### config.mk
export PLATFORM = sky130hd
export DESIGN_NAME = hazard_scoreboard
export DESIGN_NICKNAME = d
export VERILOG_FILES = /design/src/rtl/hazard_scoreboard.sv
export SDC_FILE = /design/constraint.sdc
export NUM_CORES = 1
export LEC_CHECK = 0
export CORE_ASPECT_RATIO = 2
export CORE_UTILIZATION = 50
export CTS_CLUSTER_SIZE = 8
export DETAILED_ROUTE_END_ITERATION = 8
export PLACE_DENSITY = 0.72
export SLEW_MARGIN = 0
export SYNTH_ARGS = -nofsm -noshare
export SYNTH_HDL_FRONTEND = slang
export SYNTH_SLANG_ARGS = --single-unit
### constraint.sdc
create_clock -name i_clk -period 7.1 [get_ports i_clk]
set_clock_uncertainty 0.15 [all_clocks]
set_input_delay 1.42 -clock i_clk [delete_from_list [all_inputs] [get_ports i_clk]]
set_output_delay 1.42 -clock i_clk [all_outputs]
set_load 0.1 [all_outputs]
### src/rtl/hazard_scoreboard.sv
// Scoreboard hazard unit in ID: combinational RAW/WAW stall, per-register busy/countdown updated each cycle.
// Optional stall-cycle counter is built only when HAZARD_PERF_EN is defined; otherwise o_stall_cycles reads 0.
module hazard_scoreboard #(
    parameter int NUM_REGS   = 32,
    parameter int REG_ADDR_W = 5,
    parameter int NUM_SRC    = 2,
    parameter int LAT_W      = 3
) (
    input  logic                          i_clk,
    input  logic                          i_rst,
    input  logic                          i_issue_valid,
    input  logic                          i_issue_reg_write,
    input  logic [REG_ADDR_W-1:0]         i_issue_rd,
    input  logic [LAT_W-1:0]              i_issue_latency,
    input  logic [NUM_SRC*REG_ADDR_W-1:0] i_issue_srcs,
    input  logic [NUM_SRC-1:0]            i_issue_src_used,
    input  logic                          i_flush,
    input  logic                          i_wb_valid,
    input  logic [REG_ADDR_W-1:0]         i_wb_rd,
    output logic                          o_pc_write,
    output logic                          o_if_id_write,
    output logic                          o_control_mux_nop,
    output logic [NUM_REGS-1:0]           o_busy_mask,
    output logic [31:0]                   o_stall_cycles
);

    localparam logic [LAT_W-1:0] LAT_MAX = '1;

    logic [NUM_REGS-1:0] busy_q, busy_d;
    logic [LAT_W-1:0]    cnt_q [NUM_REGS];
    logic [LAT_W-1:0]    cnt_d [NUM_REGS];

    logic [NUM_SRC-1:0]    raw_hit;
    logic                  waw_hit;
    logic                  stall;
    logic                  accept;
    logic [REG_ADDR_W-1:0] src_a;

    // A variable-latency entry being written back this cycle is bypassed, not stalled on.
    always_comb begin
        raw_hit = '0;
        src_a   = '0;
        for (int k = 0; k < NUM_SRC; k++) begin
            src_a = i_issue_srcs[k*REG_ADDR_W +: REG_ADDR_W];
            if (i_issue_src_used[k] && (src_a != '0) && busy_q[src_a] && (cnt_q[src_a] != '0)
                && !((cnt_q[src_a] == LAT_MAX) && i_wb_valid && (i_wb_rd == src_a))) begin
                raw_hit[k] = 1'b1;
            end
        end
    end

    always_comb begin
        waw_hit = i_issue_reg_write && (i_issue_rd != '0) && busy_q[i_issue_rd]
                  && (cnt_q[i_issue_rd] == LAT_MAX)
                  && !(i_wb_valid && (i_wb_rd == i_issue_rd));
        stall   = i_issue_valid && ((|raw_hit) || waw_hit);
        accept  = i_issue_valid && !stall && !i_flush;
    end

    assign o_pc_write        = ~stall;
    assign o_if_id_write     = ~stall;
    assign o_control_mux_nop = stall | i_flush;
    assign o_busy_mask       = busy_q;

    always_comb begin
        busy_d = busy_q;
        for (int r = 0; r < NUM_REGS; r++) begin
            cnt_d[r] = cnt_q[r];
        end
        for (int r = 1; r < NUM_REGS; r++) begin
            if (busy_q[r]) begin
                if (cnt_q[r] == '0) begin
                    busy_d[r] = 1'b0;
                end else if (cnt_q[r] == LAT_MAX) begin
                    if (i_wb_valid && (i_wb_rd == REG_ADDR_W'(r))) begin
                        busy_d[r] = 1'b0;
                        cnt_d[r]  = '0;
                    end
                end else begin
                    cnt_d[r] = cnt_q[r] - LAT_W'(1);
                end
            end
            // A new issue to the same register overrides any same-cycle writeback.
            if (accept && i_issue_reg_write && (i_issue_rd == REG_ADDR_W'(r))) begin
                busy_d[r] = 1'b1;
                cnt_d[r]  = i_issue_latency;
            end
        end
        busy_d[0] = 1'b0;
        cnt_d[0]  = '0;
    end

    always_ff @(posedge i_clk or posedge i_rst) begin
        if (i_rst) begin
            busy_q <= '0;
            for (int r = 0; r < NUM_REGS; r++) begin
                cnt_q[r] <= '0;
            end
        end else begin
            busy_q <= busy_d;
            for (int r = 0; r < NUM_REGS; r++) begin
                cnt_q[r] <= cnt_d[r];
            end
        end
    end

`ifdef HAZARD_PERF_EN
    logic [31:0] stall_cnt_q, stall_cnt_d;

    always_comb begin
        stall_cnt_d = stall_cnt_q;
        if (stall && (stall_cnt_q != 32'hFFFF_FFFF)) begin
            stall_cnt_d = stall_cnt_q + 32'd1;
        end
    end

    always_ff @(posedge i_clk or posedge i_rst) begin
        if (i_rst) begin
            stall_cnt_q <= '0;
        end else begin
            stall_cnt_q <= stall_cnt_d;
        end
    end

    assign o_stall_cycles = stall_cnt_q;
`else
    assign o_stall_cycles = '0;
`endif

endmodule

## After elaboration in Yosys (flattened, before gate mapping)

Cells that the tools add are included.

| storage, ports and cells | value |
|---|---|
| flip-flop bits (word level) | 124 |
| bits of input ports | 31 |
| output and inout bits | 67 |
| logic and storage cells | 750 |

| operators by class | value |
|---|---|
| add/sub/neg operators | 31 |
| magnitude comparators | 6 |
| equality and inequality tests | 161 |
| muxes and demuxes | 327 |
| bitwise operators | 5 |
| reductions and logical operators | 188 |

Operator list:

| operator | number |
|---|---|
| $mux W3 | 161 |
| $eq A5 B5 Y1 const B | 32 |
| $mux W1 | 160 |
| $eq A3 B3 Y1 const B | 34 |
| $logic_not A3 Y1 | 31 |
| $ne A3 B1 Y1 const B | 31 |
| $reduce_and A3 Y1 | 31 |
| $sub A3 B1 Y3 const B | 31 |
| $logic_and A1 B1 Y1 | 83 |
| $eq A5 B4 Y1 const B | 16 |
| $ne A2 B1 Y1 const B | 31 |
| $reduce_bool A2 Y1 | 31 |
| $bmux W3 S5 | 3 |
| $eq A5 B3 Y1 const B | 8 |
| $eq A5 B2 Y1 const B | 4 |
| $ge A6 B6 Y1 const B | 3 |
| $lt A5 B6 Y1 const B | 3 |
| $not A5 Y6 | 3 |
| $bmux W1 S5 | 3 |
| $eq A5 B5 Y1 | 3 |
| $reduce_bool A5 Y1 | 3 |
| $eq A5 B1 Y1 const B | 2 |
| $reduce_bool A3 Y1 | 2 |
| $logic_not A1 Y1 | 5 |
| other kinds (4) | 4 |

## Logic depth before layout (Yosys ltp)

| depth | value |
|---|---|
| depth after elaboration | 20 |
| gate-level depth with buffers | 13 |
| gate-level depth less buffers | 9 |

## Worst setup path after synthesis

OpenSTA, ideal clock, no wires.

| path | value |
|---|---|
| kind | in2out |
| start | input port i_issue_srcs[6] |
| end | output port o_pc_write |
| data arrival time | 4.728 ns |
| data required time | 5.530 ns |
| path slack | 0.802 ns |
| cell stages on the path | 12 |
| path buffers | 4 |
| path through | buf_2 -> buf_2 -> mux2_2 -> a221oi_1 -> a311oi_1 -> o31ai_1 -> a21oi_1 -> o2111ai_1 -> buf_2 -> nand2_1 -> nand2_1 -> buf_4 |

| on the way | value |
|---|---|
| cells in the longest elaborated chain, start to end | 14 |
| elaborated cells on any way between the ends | 22 |
| those cells by class | 2 x eq/ne; 6 x mux; 2 x bitwise; 12 x reduce/logical |

RTL lines:

| item | line | RTL |
|---|---|---|
| start, declared | 15 | `input logic [NUM_SRC*REG_ADDR_W-1:0] i_issue_srcs,` |
| $not A5 Y6 (implied by the code) | 45, 46 |  |
| $bmux W3 S5 | 45, 46 |  |
| $mux W3 (implied by the code) (2 in series) | 45, 46 |  |
| $eq A3 B3 Y1 | 46 | `&& !((cnt_q[src_a] == LAT_MAX) && i_wb_valid && (i_wb_rd == src_a))) begin` |
| $logic_and A1 B1 Y1 (2 in series) | 46 |  |
| $logic_not A1 Y1 | 46 |  |
| $logic_and A1 B1 Y1 * | 46 |  |
| $mux W1 * | 45 | `if (i_issue_src_used[k] && (src_a != '0) && busy_q[src_a] && (cnt_q[src_a] != '0)` |
| $reduce_or A2 Y1 * | 56 | `stall = i_issue_valid && ((\|raw_hit) \|\| waw_hit);` |
| $logic_or A1 B1 Y1 * | 56 |  |
| $logic_and A1 B1 Y1 * | 56 |  |
| $not A1 Y1 * | - |  |
| end, declared | 20 | `output logic o_pc_write,` |

Every way passes the cells marked *; elsewhere a longest branch is shown, timed or not. The select of a mux whose other input is x is not followed.

## Worst setup path after layout

| path | value |
|---|---|
| start | input port i_issue_srcs[0] |
| end | output port o_control_mux_nop |

| on the way | value |
|---|---|
| cells in the longest elaborated chain, start to end | 14 |
| elaborated cells on any way between the ends | 22 |
| those cells by class | 2 x eq/ne; 6 x mux; 2 x bitwise; 12 x reduce/logical |

RTL lines:

| item | line | RTL |
|---|---|---|
| $not A5 Y6 (implied by the code) | 45, 46 |  |
| $bmux W3 S5 | 45, 46 |  |
| $mux W3 (implied by the code) (2 in series) | 45, 46 |  |
| $eq A3 B3 Y1 | 46 |  |
| $logic_and A1 B1 Y1 (2 in series) | 46 |  |
| $logic_not A1 Y1 | 46 |  |
| $logic_and A1 B1 Y1 * | 46 |  |
| $mux W1 * | 45 |  |
| $reduce_or A2 Y1 * | 56 |  |
| $logic_or A1 B1 Y1 * | 56 |  |
| $logic_and A1 B1 Y1 * | 56 |  |
| $or A1 B1 Y1 * | 62 | `assign o_control_mux_nop = stall \| i_flush;` |
| end, declared | 22 | `output logic o_control_mux_nop,` |

Marked as above.

==> flow_summary.toml <==
[synth]
synth_ff_type = "dfrtp_1"
synth_edf_count = 0
ys_seq_area_frac = 0.275
syn_area_um2 = 11300
synth_cell_type_count = 63
ys_ff_latch = 124
synthArstFlopShare = 1.00
synth_cells = 1191
syn_avg_cell_area_um2 = 9.48
ys_warn_count = 0

[grt]
use_met3 = 0.0663
grt_pass1_vias = 10100
grt_max_degree = 65
use_met2 = 0.572
grt.busiest_layer = "met2"
gr-usage-met1 = 0.347
track_usage = 0.335
grt_pass1_wl_um = 56900
antenna_found_initial = 0
grt_overflow = 0

[sta]
hold_viol = 0
rsz0062_at_grt = "no"
max_freq_mhz = 162
finalSetupTns_ps = 0
finalCriticalPeriod_ps = 6190
worst_slew_pin_slew_ps = 1060
setup_viol = 0
drv_slew = 0
fin_hold_ws_ps = 574
slew_headroom = 0.291
fin_crit_sh = 0.872
layout_setup_ws_ps = 910

[place]
numPortBuffers = 64
hpwl_um = 27200
placed_area_um2 = 11900
gp_congestion = 0.988
pre_cts_ws_ps = 940

[die]
core_area_um2 = 22200
std_cell_rows = 77
io_pins = 98
die_area_um2 = 23200
fp.dieH_um = 214
initial_core_util = 0.509
die_x_um = 108

[worst_setup_path]
crit_required_ps = 5530
critPathMaxStageDelay_ps = 690
reg2reg_from = "cnt_q[13]$_DFFE_PP0P_"
crit_family = "compound AO/OA/AOI/OAI gates"
cp_num_buf_inv = 2
startpoint = "i_issue_srcs[0]"
criticalPathCategory = "in2out"
cp.arrival_ps = 4620
cp_max_fo = 31
endpoint_kind = "output port"
crit_chain = "buf_2 -> mux4_2 -> a22oi_1 -> nand2_1 -> nor4b_1 -> o32ai_1 -> a311oi_4 -> nand2_1 -> a21o_1 -> buf_12"
cp_common_cell = "nand2_1"
worst_path_max_delay_cell = "buf_2"
crit_path_start_kind = "input port"

[layout]
syn2layout_area_growth_pct = 11.0
layout_common_cells = "dfrtp_1, o21ai_0, nand2_1, mux2_1, nor2_1"
fill_cells = 1969
diodes = 0
fin_nets = 1267
final_common_cell = "dfrtp_1"
drive_gt1_frac = 0.145
fin_area_um2 = 12500

[routing]
drc = 0
wl_per_cell_um = 24.8
viasPerCell = 6.78
drt_first_pass_iters = 5
wl_um = 37000
drt.antenna.violating_nets = 0
vias = 10100
drt_iter0_drc = 747

[min_path]
hold_start = "cnt_q[2]$_DFFE_PP0P_"
worstHoldPathType = "reg2reg"

[cts]
htreeDepth = 4
cts_buffer_depth = 2
cts_resized = 0
clk_pin_slew_ps = 50
cts_root_buffer = "clkbuf_16"
cts_sinks = 124
clock_latency_ps = 440
numCtsBuffers = 17
postCtsSetupRepairBufs = 0
holdBufCountCts = 0
cts_tree = "yes"

[run]
drv_cap = 0

[run_status]
status = "completed"

[pwr]
powerDensity_nw_per_um2 = 435
p_leak_nw = 5.29
peakVddDrop_mv = 0.367
==> sequential cells by signal, indices dropped and copies added, names as in the netlist <==
register / flops
o_busy_mask: 31
cnt_q: 93
==> final timing paths <==
| check | endpoint | slack, ps | cells past startpoint |
|---|---|---|---|
| max in group asynchronous | cnt_q[14]$_DFFE_PP0P_ | 4120 | 3 |
| worst max-delay path | o_control_mux_nop | 910 | 10 |
| worst min register to register | cnt_q[2]$_DFFE_PP0P_ | 570 | 3 |
| worst max register to register | cnt_q[83]$_DFFE_PP0P_ | 3250 | 9 |
| min in group asynchronous | cnt_q[27]$_DFFE_PP0P_ | 1320 | 2 |
| worst min-delay path | cnt_q[2]$_DFFE_PP0P_ | 570 | 3 |
==> stage by stage <==
stage                     power, mW  std cells   util
after floorplan                3.69       1223      -
after global placement         4.32       1462  0.536
after detailed placement       4.41       1462  0.536
after CTS                      5.41       1494  0.566
after global routing           5.79       1494  0.566
final                          5.45       1494  0.566
==> metal layers <==
metal / wire length [um] / share of wire / vias to the layer above
met4: 3340 / 0.090 / 0
met3: 2670 / 0.072 / 193
met2: 19100 / 0.51 / 586
li1: - / - / 4382
met1: 12000 / 0.32 / 4975
met5: 0 / 0 / -
==> worst reg2reg max path: stages (launching register included) <==
cell	delay, ps
dfrtp_1	470
mux4_2	510
a22oi_1	270
nand2_1	110
nor4b_1	380
o32ai_1	200
a311oi_4	250
buf_4	600
nand4_1	420
mux2_2	370
==> cell type report <==
class                      instances  area, um^2  share of cell area
clock inverter                    14         219              0.0175
tap                              276         345              0.0276
sequential                       124        3100               0.248
timing repair buffer              79         748              0.0597
multi-input combinational        932        7490               0.598
clock buffer                      18         429              0.0342
inverter                          51         194              0.0155
==> power breakdown <==
part | internal [mW] | switching, mW | total [mW]
Clock | 0.623 | 0.351 | 0.974
Sequential | 1.03 | 0.700 | 1.73
Combinational | 1.24 | 1.51 | 2.75
Total | 2.89 | 2.56 | 5.45
==> cell usage after synthesis (10+ instances only) <==
cell	number	area share
mux4_2	53	0.11
xnor2_1	22	0.017
mux2_2	23	0.023
nor2b_1	41	0.023
nand2_1	88	0.029
and3_1	15	0.0083
o21ai_0	88	0.039
mux2_1	85	0.085
a22o_1	13	0.010
nand2b_1	52	0.029
nor3_1	13	0.0058
nor2_1	78	0.026
mux2i_1	26	0.023
o21a_1	11	0.0073
nand4_4	10	0.019
buf_2	13	0.0058
a31oi_1	11	0.0061
o31ai_1	36	0.024
a21oi_1	24	0.011
clkbuf_1	52	0.017
buf_4	40	0.027
nand4_2	19	0.021
dfrtp_1	124	0.27
inv_1	51	0.017
xor2_1	11	0.0085
nand3_1	33	0.015
ha_1	31	0.034
==> kinds of logic after synthesis <==
logic type | count (synthesis) | share of synthesized area
muxes | 187 | 0.237
AOI/OAI and AO/OA | 257 | 0.153
and+or+nand+nor | 391 | 0.201
buffers and inverters | 167 | 0.0736
other | 1 | 0.000332
DFF | 124 | 0.275
xor gates and xnor gates | 33 | 0.0256
adders and majority gates | 31 | 0.0344
Power figures use the tool's default switching activity.
